**config.mk**
```make
export PLATFORM = sky130hd
export DESIGN_NAME = hilo_div_ctrl
export DESIGN_NICKNAME = d
export VERILOG_FILES = /design/src/rtl/fairy_div_pkg.sv /design/src/rtl/div_sign_fix.sv /design/src/rtl/hilo_div_ctrl.sv
export SDC_FILE = /design/constraint.sdc
export NUM_CORES = 1
export LEC_CHECK = 0
export CORE_MARGIN = 2
export CORE_UTILIZATION = 40
export DETAILED_ROUTE_END_ITERATION = 7
export HOLD_SLACK_MARGIN = 0.03
export PLACE_DENSITY = 0.8
export SLEW_MARGIN = 15
export SYNTH_ARGS = -nofsm -noshare
export SYNTH_HDL_FRONTEND = slang
export SYNTH_HIERARCHICAL = 1
export SYNTH_SLANG_ARGS = --single-unit
export TNS_END_PERCENT = 30
```
**constraint.sdc**
```tcl
create_clock -name clk -period 2.35 [get_ports clk]
set_clock_uncertainty 0.2 [all_clocks]
set_input_delay 0.3525 -clock clk [delete_from_list [all_inputs] [get_ports clk]]
set_output_delay 0.3525 -clock clk [all_outputs]
set_load 0.02 [all_outputs]
```
**src/rtl/fairy_div_pkg.sv**
```systemverilog
// rtl/fairy_div_pkg.sv - shared encodings for the HI/LO divide issue/retire stage
// Contents: datapath width default, op_i encodings, FSM state constants.
package fairy_div_pkg;

  localparam int W_DEF = 32;
  localparam int OP_W_DEF = 2;

  // op_i encodings presented by EX
  localparam logic [1:0] OP_DIV  = 2'b00;
  localparam logic [1:0] OP_DIVU = 2'b01;
  localparam logic [1:0] OP_MTHI = 2'b10;
  localparam logic [1:0] OP_MTLO = 2'b11;

  // Controller states
  localparam logic [1:0] ST_IDLE  = 2'd0;
  localparam logic [1:0] ST_BUSY  = 2'd1;
  localparam logic [1:0] ST_DRAIN = 2'd2;

endpackage

```
**src/rtl/div_sign_fix.sv**
```systemverilog
// rtl/div_sign_fix.sv - conditional two's-complement negate (magnitude in, signed out and back)
// Ports:
//   val_i  in  W  value to pass through or negate
//   neg_i  in  1  negate when high
//   res_o  out W  val_i, or -val_i modulo 2^W
module div_sign_fix #(
  parameter int W = 32
) (
  input  logic [W-1:0] val_i,
  input  logic         neg_i,
  output logic [W-1:0] res_o
);

  // Modulo 2^W negation: the most negative value maps onto itself, which
  // is exactly its unsigned magnitude.
  assign res_o = neg_i ? (~val_i + W'(1)) : val_i;

endmodule

```
**src/rtl/hilo_div_ctrl.sv**
```systemverilog
// rtl/hilo_div_ctrl.sv - HI/LO owner: issues DIV/DIVU to the unsigned divider, retires sign-corrected results
// Optional feature macro: DIV_ZERO_BYPASS_EN (zero divisor short-circuits the divider).
// Ports:
//   clk, reset_n                    clock, asynchronous active-low reset
//   op_valid_i, op_i, rs_i, rt_i    HI/LO-class op from EX (DIV, DIVU, MTHI, MTLO)
//   flush_i                         drop the presented op / abandon an in-flight divide
//   stall_o                         hold EX and earlier stages
//   hi_o, lo_o                      architectural HI (remainder) and LO (quotient)
//   div_ready_o, div_dividend_o,
//   div_divisor_o                   request and unsigned operands to the divider
//   div_valid_i, div_quotient_i,
//   div_remainder_i                 divider result pulse and unsigned results
module hilo_div_ctrl
  import fairy_div_pkg::*;
#(
  parameter int W    = W_DEF,
  parameter int OP_W = OP_W_DEF
) (
  input  logic            clk,
  input  logic            reset_n,
  input  logic            op_valid_i,
  input  logic [OP_W-1:0] op_i,
  input  logic [W-1:0]    rs_i,
  input  logic [W-1:0]    rt_i,
  input  logic            flush_i,
  output logic            stall_o,
  output logic [W-1:0]    hi_o,
  output logic [W-1:0]    lo_o,
  output logic            div_ready_o,
  output logic [W-1:0]    div_dividend_o,
  output logic [W-1:0]    div_divisor_o,
  input  logic            div_valid_i,
  input  logic [W-1:0]    div_quotient_i,
  input  logic [W-1:0]    div_remainder_i
);

  logic [1:0]   state;
  logic [W-1:0] dividend_q;
  logic [W-1:0] divisor_q;
  logic         neg_q;
  logic         neg_r;

  logic         is_div;
  logic         is_signed;
  logic         rs_neg;
  logic         rt_neg;
  logic         zero_byp;
  logic         in_idle;
  logic         accept_div;
  logic         accept_zero;
  logic         accept_mt;
  logic [W-1:0] rs_mag;
  logic [W-1:0] rt_mag;
  logic [W-1:0] quot_fixed;
  logic [W-1:0] rem_fixed;

  assign is_div    = (op_i == OP_W'(OP_DIV)) || (op_i == OP_W'(OP_DIVU));
  assign is_signed = (op_i == OP_W'(OP_DIV));
  assign rs_neg    = is_signed & rs_i[W-1];
  assign rt_neg    = is_signed & rt_i[W-1];

`ifdef DIV_ZERO_BYPASS_EN
  assign zero_byp = (rt_i == '0);
`else
  assign zero_byp = 1'b0;
`endif

  // Ops are only taken in IDLE; anything presented while busy is held
  // upstream by stall_o and re-presented later.
  assign in_idle     = (state == ST_IDLE);
  assign accept_div  = in_idle & op_valid_i & ~flush_i & is_div & ~zero_byp;
  assign accept_zero = in_idle & op_valid_i & ~flush_i & is_div & zero_byp;
  assign accept_mt   = in_idle & op_valid_i & ~flush_i & ~is_div;

  div_sign_fix #(.W(W)) u_rs_mag (.val_i(rs_i),            .neg_i(rs_neg), .res_o(rs_mag));
  div_sign_fix #(.W(W)) u_rt_mag (.val_i(rt_i),            .neg_i(rt_neg), .res_o(rt_mag));
  div_sign_fix #(.W(W)) u_q_fix  (.val_i(div_quotient_i),  .neg_i(neg_q),  .res_o(quot_fixed));
  div_sign_fix #(.W(W)) u_r_fix  (.val_i(div_remainder_i), .neg_i(neg_r),  .res_o(rem_fixed));

  // Stall is raised combinationally in the accept cycle so EX holds the
  // instruction behind the divide immediately.
  assign stall_o        = ~in_idle | accept_div;
  // DRAIN keeps the request up so the divider finishes its current job.
  assign div_ready_o    = ~in_idle;
  assign div_dividend_o = dividend_q;
  assign div_divisor_o  = divisor_q;

  always_ff @(posedge clk or negedge reset_n) begin
    if (!reset_n) begin
      state      <= ST_IDLE;
      hi_o       <= '0;
      lo_o       <= '0;
      dividend_q <= '0;
      divisor_q  <= '0;
      neg_q      <= 1'b0;
      neg_r      <= 1'b0;
    end else begin
      case (state)
        ST_IDLE: begin
          if (accept_div) begin
            dividend_q <= rs_mag;
            divisor_q  <= rt_mag;
            neg_q      <= rs_neg ^ rt_neg;
            neg_r      <= rs_neg;
            state      <= ST_BUSY;
          end else if (accept_zero) begin
            lo_o <= '1;
            hi_o <= rs_i;
          end else if (accept_mt) begin
            if (op_i == OP_W'(OP_MTHI)) begin
              hi_o <= rs_i;
            end else begin
              lo_o <= rs_i;
            end
          end
        end
        ST_BUSY: begin
          if (div_valid_i) begin
            // A flush landing on the result cycle discards it.
            if (!flush_i) begin
              lo_o <= quot_fixed;
              hi_o <= rem_fixed;
            end
            state <= ST_IDLE;
          end else if (flush_i) begin
            state <= ST_DRAIN;
          end
        end
        ST_DRAIN: begin
          if (div_valid_i) begin
            state <= ST_IDLE;
          end
        end
        default: state <= ST_IDLE;
      endcase
    end
  end

endmodule

```
* Word-level counts from Yosys, hierarchy flattened *
Index checks and enable logic that the tools add are counted.

storage, ports and cells
  bits in registers = 132
  output and inout port bits = 130
  word-level logic and storage cells = 68

cells by class
  add/subtract/negate cells = 4
  equal/unequal tests = 13
  multiplexer cells = 21
  bitwise operators = 15
  reduce and logical (&&, ||, !) cells = 8

operator list
  operator                                             number
  two-way mux 32 bit                                   14
  adder 32 x 1 -> 32 bit, second input constant        4
  inverter 32 bit                                      4
  case mux 32 bit (2 select lines)                     2
  AND reduction 6 bit                                  2
  != test 2 bit, second input constant                 5
  two-way mux 2 bit                                    4
  AND 1 bit                                            6
  != test 2 x 1 -> 1 bit, second input constant        3
  case mux 2 bit (3 select lines)                      1
  equality test 2 x 1 -> 1 bit, second input constant  2
  equality test 2 bit, second input constant           2
  logical NOT 2 bit                                    2
  != test 3 bit, second input constant                 1
  inverter 1 bit                                       3
  AND reduction 3 bit                                  1
  AND reduction 2 bit                                  1
  nonzero test 2 bit                                   1
  logical OR 1 bit                                     1
  bitwise OR 1 bit                                     1
  bitwise XOR 1 bit                                    1

* Longest topological paths before layout *
Gate-level depths: netlist of run 1.

  depth in word-level cells = 7
  depth in mapped cells = 8
  gate-level depth less buffers = 8

* Modules after synthesis *
The synthesis of run 1 kept the hierarchy.

by module, submodules not included
  module         instances  cells an instance  area an instance (µm²)
  hilo_div_ctrl  1          367                5771.8
  div_sign_fix   4          99                 777.0

* Worst setup path after synthesis of run 1 *
Ideal clock, no wire load.

  path type = in2reg
  start = input port div_quotient_i[6]
  end = register lo_o[27]
  setup time = 0.125 ns
  arrival = 1.883 ns
  required time = 2.025 ns
  slack = 0.142 ns
  cell stages on the path = 6
  cells stage by stage = nor4_4 nand4b_2 o41ai_2 xnor2_1 mux2_2 mux2_2

on the way
  word-level cells in the longest chain between the ends = 6

ends and longest elaborated chain
  element                           line                  text
  start, declared                   hilo_div_ctrl.sv:33   input logic [W-1:0] div_quotient_i,
  inverter 32 bit                   div_sign_fix.sv:16    assign res_o = neg_i ? (~val_i + W'(1)) : val_i;
  adder 32 x 1 -> 32 bit            div_sign_fix.sv:16
  two-way mux 32 bit                div_sign_fix.sv:16
  named net quot_fixed[27]          hilo_div_ctrl.sv:54   logic [W-1:0] quot_fixed;
  two-way mux 32 bit                hilo_div_ctrl.sv:120  if (!flush_i) begin
  two-way mux 32 bit                hilo_div_ctrl.sv:118  if (div_valid_i) begin
  case mux 32 bit (2 select lines)  hilo_div_ctrl.sv:98   case (state)
  end signal, assigned              hilo_div_ctrl.sv:113  lo_o <= rs_i;
  end signal, assigned              hilo_div_ctrl.sv:121  lo_o <= quot_fixed;
  end, declared                     hilo_div_ctrl.sv:28   output logic [W-1:0] lo_o,

The timed path passes the listed nets, and every way through them passes these cells. The select of a mux whose other input is x is not followed.
A chain may end at the register's enable or synchronous reset.

* Final worst setup path of run 1 *
  start = input port div_quotient_i[17]
  end = register lo_o[21]

Same word-level chain as after synthesis.

==> flow_summary_export.csv, run 1 <==
group,metric,value,unit
clock_network,cts_root_buf,"clkbuf_16",
yosys,synth_xor_area_share,11.9,%
yosys,syn_avg_cell_area,11.6,sq um
yosys,ys_types,35,
route,detail-route-antenna-nets,0,
layout,area_delta_synth_final,60.6,%
die,ioPinCount,265,
worst_setup_path,regToRegStartpoint,"state[0]$_DFFE_PN0P_",
route,wire_per_inst,20.5,microns
worst_setup_path,path_buf_inv,3,
layout,mostFrequentLayoutCells,"clkdlybuf4s50_1 (230), buf_4 (201), mux2_2 (176), dfrtp_1 (132), xnor2_1 (121)",
yosys,ys_seq_elements,132,
yosys,synth_top_family_by_area,"multiplexers",
die,initial_core_util,40.7,%
job,drv_cap,0,
placed_design,place_ws,-0.573,ns
power,p_leak,5.74,nW
worst_setup_path,cp_top_family,"buffers and inverters",
placed_design,dpl.hpwl,22900,microns
sta,finalHoldViolCount,0,
yosys,synth_fa_ha_area_share,0.564,%
run_status,status,"complete, no violations",
global_routing,grt_usage,25.8,%
yosys,synth-simple-area-share,12.8,%
route,wl,31000,microns
min_path,hold_path_class,"in2async",
power,combPwrFrac,43.7,%
worst_setup_path,cp_slowest_stage_delay,0.46,ns
power,clkPwrFrac,25.1,%
power,p_sw,3.69,mW
worst_setup_path,critical_path_arrival,2.45,ns
sta,finalCritPeriodShare,99.8,%
power,power_density,763,nW/um^2
yosys,synth_compound_area_share,10.1,%
placed_design,dp_cells,1458,
layout,post-route-util,65.4,%
clock_network,tritoncts,"built",
clock_network,clock_path_buffers,2,
placed_design,gp_congestion,0.898,
die,die_width,153,microns
worst_setup_path,required,2.45,ns
sta,finalCriticalPeriod,2.35,ns
yosys,syn_inst,763,
power,p_seq_share,31.2,%
yosys,synth_warnings,6,
global_routing,grt_max_degree,45,
die,die_y,153,microns
worst_setup_path,r2r_setup_slack,0.21,ns
die,die_area,23400,sq um
route,drcViolationCount,0,
sta,fin_ws,0.00398,ns
sta,rsz0062_at_grt,"yes",
yosys,synth_nets,902,
sta,final.setup.tns,0,ns
worst_setup_path,rr_endpoint,"div_divisor_o[5]$_DFFE_PN0P_",
yosys,muxShareOfSynthArea,24.5,%
sta,fmax,426,MHz
worst_setup_path,worstSetupPathType,"in2reg",
worst_setup_path,crit_cells,9,
sta,maxSlewViolCount,0,
global_routing,grt_overflow,0,
clock_network,numCtsBuffers,17,
clock_network,clock-sinks,132,
worst_setup_path,worstSetupStartpoint,"div_quotient_i[17]",
worst_setup_path,worstPathCellList,"clkdlybuf4s50_1 > nor4_4 > buf_4 > nand2_1 > buf_4 > o41ai_2 > xnor2_1 > mux2_2 > mux2_2",
layout,layout_commonest_cell,"clkdlybuf4s50_1",
sta,worst_slew_pin_slew,0.473,ns
die,rows,54,
layout,fin_nets,1360,
placed_design,port_buffers,264,
worst_setup_path,endpoint_kind,"flip-flop",
layout,final_cells,1515,
power,vdd_drop_max,0.000462,V
clock_network,clkLatencyLatePin,0.42,ns
worst_setup_path,start_kind,"primary input",
power,internal_power,7.19,mW
worst_setup_path,crit_slowest_cell,"clkdlybuf4s50_1",
worst_setup_path,cp_max_fo,4,
layout,drive_above_1_share,40.4,%
route,vias,8231,
route,via_per_inst,5.43,
worst_setup_path,reg2reg_depth,5,
global_routing,first_global_vias,8684,
global_routing,antenna_found_initial,1,
clock_network,clk_pin_slew_worst_paths,0.06,ns
yosys,synth_area,8880,sq um
yosys,synth-seq-area-share,37.2,%
die,core_area,21800,sq um
sta,max_slew_margin,68.5,%
clock_network,h-tree-depth,4,
sta,setup_viol,0,
global_routing,grt_first_pass_wirelength,47500,microns
power,p_sw_share,33.9,%
route,drtPass1Iterations,5,
route,drt_iter0_drc,421,
==> repair_timing <==
item | CTS | global route
buffers inserted | 16 | 7
resized for setup | 30 | 47
endpoints found under the hold margin | 40 | 0
hold buffers | 1 | 0
pin swaps | 12 | 17
setup endpoints to repair | 26 | 42
cloned | 0 | 0
==> cells in the mapped netlist <==
cell type    n  area (sq um)
xnor2_1    121          1060
buf_1        8          30.0
a21o_1       1          7.51
nor2b_1      6          37.5
o21ai_0     37           185
mux2_1      17           191
nand4_1     12          75.1
buf_4       13          97.6
o41ai_2     16           260
nor3b_1      3          22.5
inv_1       11          41.3
o41ai_1     20           175
nor4_4      16           340
or2b_1       8          60.1
nand3_1     12          60.1
a21oi_1      1          5.00
nand4b_2     4          60.1
nor3_1       8          40.0
or2_2        6          37.5
dfrtp_1    132          3300
mux2_2     176          1980
nor4b_4      1          23.8
clkbuf_1     5          18.8
nand3b_1     4          30.0
ha_1         4          50.1
nor2_1       6          22.5
a32o_2       2          22.5
buf_2        8          40.0
and2b_1      1          7.51
buf_6        3          33.8
or3_1        4          25.0
nor4_1       8          50.1
nand2_1     45           169
o31ai_1     32           240
nand2b_1    12          75.1
==> sequential cells by signal, summed over array words and instances, names as in the netlist <==
register and flops:
div_dividend_o 32, div_divisor_o 32, hi_o 32, lo_o 32
neg_q 1, neg_r 1, state 2
==> logic make-up after synthesis <==
logic type / after synthesis
xor gates and xnor gates: 121
buffers and inverters: 48
and+or+nand+nor: 156
adders and majority gates: 4
DFF: 132
muxes: 193
AOI/OAI and AO/OA: 109
==> worst max-delay path by stage <==
stage	endpoint
after floorplan	lo_o[27]$_DFFE_PN0P_
after global placement	lo_o[31]$_DFFE_PN0P_
after detailed placement	hi_o[31]$_DFFE_PN0P_
after CTS	stall_o
after global routing	div_dividend_o[29]$_DFFE_PN0P_
final	lo_o[21]$_DFFE_PN0P_
==> stage by stage <==
step | total power, mW | hold slack (ns) | instance area [sq um]
after floorplan | 5.57 | -0.143 | 8880
after global placement | 7.96 | 0.118 | 13200
after detailed placement | 8.07 | 0.126 | 13200
after CTS | 10.9 | 0.252 | 14000
after global routing | 11.3 | 0.278 | 14300
final | 10.9 | 0.246 | 14300
==> layout make-up <==
cell class | count | area, sq um
Timing Repair Buffer | 476 | 4380
Multi-Input combinational cell | 583 | 5590
Inverter | 11 | 41.3
Antenna cell | 1 | 2.50
Sequential cell | 132 | 3300
Clock buffer | 24 | 502
Tap cell | 280 | 350
Fill cell | 1618 | 7560
Clock inverter | 8 | 97.6
==> routing by layer <==
metal / vias up / share of wire, % / track usage (%)
li1: 3748 / - / -
met1: 4062 / 42 / 32.9
met2: 334 / 47 / 41.2
met3: 87 / 5.9 / 5.78
met4: 0 / 5.0 / 13.0
met5: - / 0 / 0
==> power groups by stage <==
stage	combinational (mW)	sequential (mW)	clock, mW
finish	4.76	3.39	2.73
global route	5.00	3.47	2.87
CTS	4.72	3.39	2.78
detailed placement	4.65	3.42	0
global placement	4.56	3.40	0
floorplan	1.38	4.19	0
No activity file was read; power rests on OpenSTA's default activity.
==> inputs of run 2 (changes only) <==
CELL_PAD_IN_SITES_DETAIL_PLACEMENT = 1   (was not set)
CELL_PAD_IN_SITES_GLOBAL_PLACEMENT = 2   (was not set)
CORE_UTILIZATION = 30   (was 40)
PLACE_DENSITY = 0.9   (was 0.8)
==> run 2 against run 1 <==
Power rose by 1.1%. Cell count increased by 5.9%. First-iteration DRC count down 6.7%. Flip-flop and latch count did not move. Sequential power hardly changed. Via count shrank 2.2%.
==> flow_summary_export.csv, run 2 (synthesis results as in run 1) <==
group,metric,value,unit
layout,drive_above_1_share,39.9,%
global_routing,grt_usage,22.5,%
global_routing,first_global_vias,9006,
route,via_per_inst,5.02,
sta,rsz0062_at_grt,"yes",
layout,num-fill-cells,3114,
sta,maxSlewViolCount,0,
layout,final_area,14300,sq um
clock_network,h-tree-depth,4,
worst_setup_path,critical_path_arrival,2.44,ns
power,clkPwrFrac,25.5,%
placed_design,dp_cells,1554,
placed_design,port_buffers,264,
clock_network,tritoncts,"built",
global_routing,antenna_found_initial,2,
placed_design,gp_congestion,0.864,
die,die_area,31000,sq um
clock_network,clk_pin_slew_worst_paths,0.07,ns
power,vdd_drop_max,0.000460,V
run_status,status,"complete, no violations",
global_routing,grt_first_pass_wirelength,53400,microns
clock_network,clock-sinks,132,
power,report.power.total,11.0,mW
layout,mostFrequentLayoutCells,"clkdlybuf4s50_1 (224), buf_4 (180), mux2_2 (176), dfrtp_1 (130), xnor2_1 (121)",
route,drt_iter0_drc,393,
layout,area_delta_synth_final,61.3,%
clock_network,numCtsBuffers,17,
power,p_sw,3.84,mW
worst_setup_path,cp_max_fo,4,
worst_setup_path,required,2.46,ns
global_routing,grt_overflow,0,
layout,fin_nets,1344,
placed_design,place_area,13300,sq um
worst_setup_path,start_kind,"primary input",
die,die_y,176,microns
power,combPwrFrac,43.5,%
route,drcViolationCount,0,
die,rows,62,
layout,final_cells,1604,
placed_design,place_ws,-0.565,ns
route,detail-route-antenna-nets,0,
sta,worst_slew_pin_slew,0.434,ns
global_routing,grt_max_degree,66,
clock_network,clkLatencyLatePin,0.41,ns
min_path,hold_path_class,"in2async",
route,drtPass1Iterations,4,
power,internal_power,7.16,mW
power,power_density,768,nW/um^2
clock_network,clock_path_buffers,2,
layout,layout_commonest_cell,"clkdlybuf4s50_1",
die,initial_core_util,30.7,%
sta,max_slew_margin,70.7,%
sta,finalCriticalPeriod,2.33,ns
route,wl,35100,microns
sta,fmax,429,MHz
layout,seq_area,3310,sq um
route,wire_per_inst,21.9,microns
power,p_sw_share,34.9,%
die,die_width,176,microns
sta,finalCritPeriodShare,99.3,%
route,vias,8054,
worst_setup_path,reg2reg_depth,5,
worst_setup_path,endpoint_kind,"flip-flop",
placed_design,dpl.hpwl,26700,microns
sta,final.setup.tns,0,ns
job,drv_cap,0,
die,ioPinCount,265,
worst_setup_path,worstSetupPathType,"in2reg",
sta,finalHoldViolCount,0,
die,core_area,28900,sq um
sta,fin_ws,0.0170,ns
sta,setup_viol,0,
power,p_seq_share,31.0,%
clock_network,cts_root_buf,"clkbuf_16",
power,p_leak,5.71,nW
layout,multi_input_area,5590,sq um
run 2: changes by cell type in the layout (fill, tap and decap cells not counted), sizes merged:
cell	before	now
buf	212	196
bufinv	2	3
clkbuf	25	18
clkdlybuf4s15	0	1
clkdlybuf4s50	230	224
clkinv	3	7
clkinvlp	3	0
diode	1	2
dlygate4sd2	13	17
dlymetal6s2s	19	21
inv	11	15
run 2: what timing repair did:
action | in CTS | in global routing
endpoints found under the setup margin | 30 | 38
hold endpoints to repair | 132 | 0
buffers inserted | 8 | 7
pin swaps | 14 | 17
hold buffers | 1 | 0
resized for setup | 46 | 49
run 2: final timing paths:
path	end	from	slack (ns)
min in group clk	hi_o[0]$_DFFE_PN0P_	div_remainder_i[0]	0.29
max in group asynchronous	state[1]$_DFFE_PN0P_	reset_n	1.08
worst min-delay path	hi_o[17]$_DFFE_PN0P_	reset_n	0.16
worst max-delay path	hi_o[20]$_DFFE_PN0P_	div_remainder_i[14]	0.02
worst max register to register	div_dividend_o[12]$_DFFE_PN0P_	state[0]$_DFFE_PN0P_	0.30
worst min register to register	div_dividend_o[18]$_DFFE_PN0P_	div_dividend_o[18]$_DFFE_PN0P_	0.29
run 2: power groups by stage:
stage	combinational, mW	sequential (mW)	clock [mW]
after floorplan	1.38	4.19	0
after global placement	4.60	3.42	0
after detailed placement	4.71	3.45	0
after CTS	4.77	3.42	2.86
after global routing	5.04	3.50	2.96
final	4.78	3.41	2.81
run 2: cell type report:
cell class	instances	area share (%)
Multi-Input combinational cell	583	39.0
Timing Repair Buffer	460	30.0
Sequential cell	132	23.1
Tap cell	384	3.35
Clock buffer	18	3.00
Clock inverter	14	1.22
Inverter	11	0.288
Antenna cell	2	0.0349
run 2: worst max-delay path, cell delays in order:
cell and delay (ns):
clkdlybuf4s50_1 0.48, nor4_4 0.18, buf_4 0.18, nand4_1 0.21, buf_4 0.22, o21ai_2 0.14, xnor2_1 0.12, mux2_2 0.30
mux2_2 0.26
run 2: routing by layer:
metal | GRT usage [%] | vias up | part of all wire (%)
li1 | - | 3699 | -
met4 | 7.92 | 0 | 2.9
met1 | 29.1 | 4101 | 43
met2 | 38.4 | 200 | 50
met5 | 0 | - | 0
met3 | 3.34 | 54 | 4.0
run 2: stage by stage:
| stage | utilization (%) | hold WS [ns] |
|---|---|---|
| after detailed placement | 45.9 | 0.0473 |
| after floorplan | - | -0.143 |
| after global routing | 49.5 | 0.165 |
| final | 49.5 | 0.157 |
| after global placement | 45.9 | 0.0428 |
| after CTS | 48.6 | 0.154 |
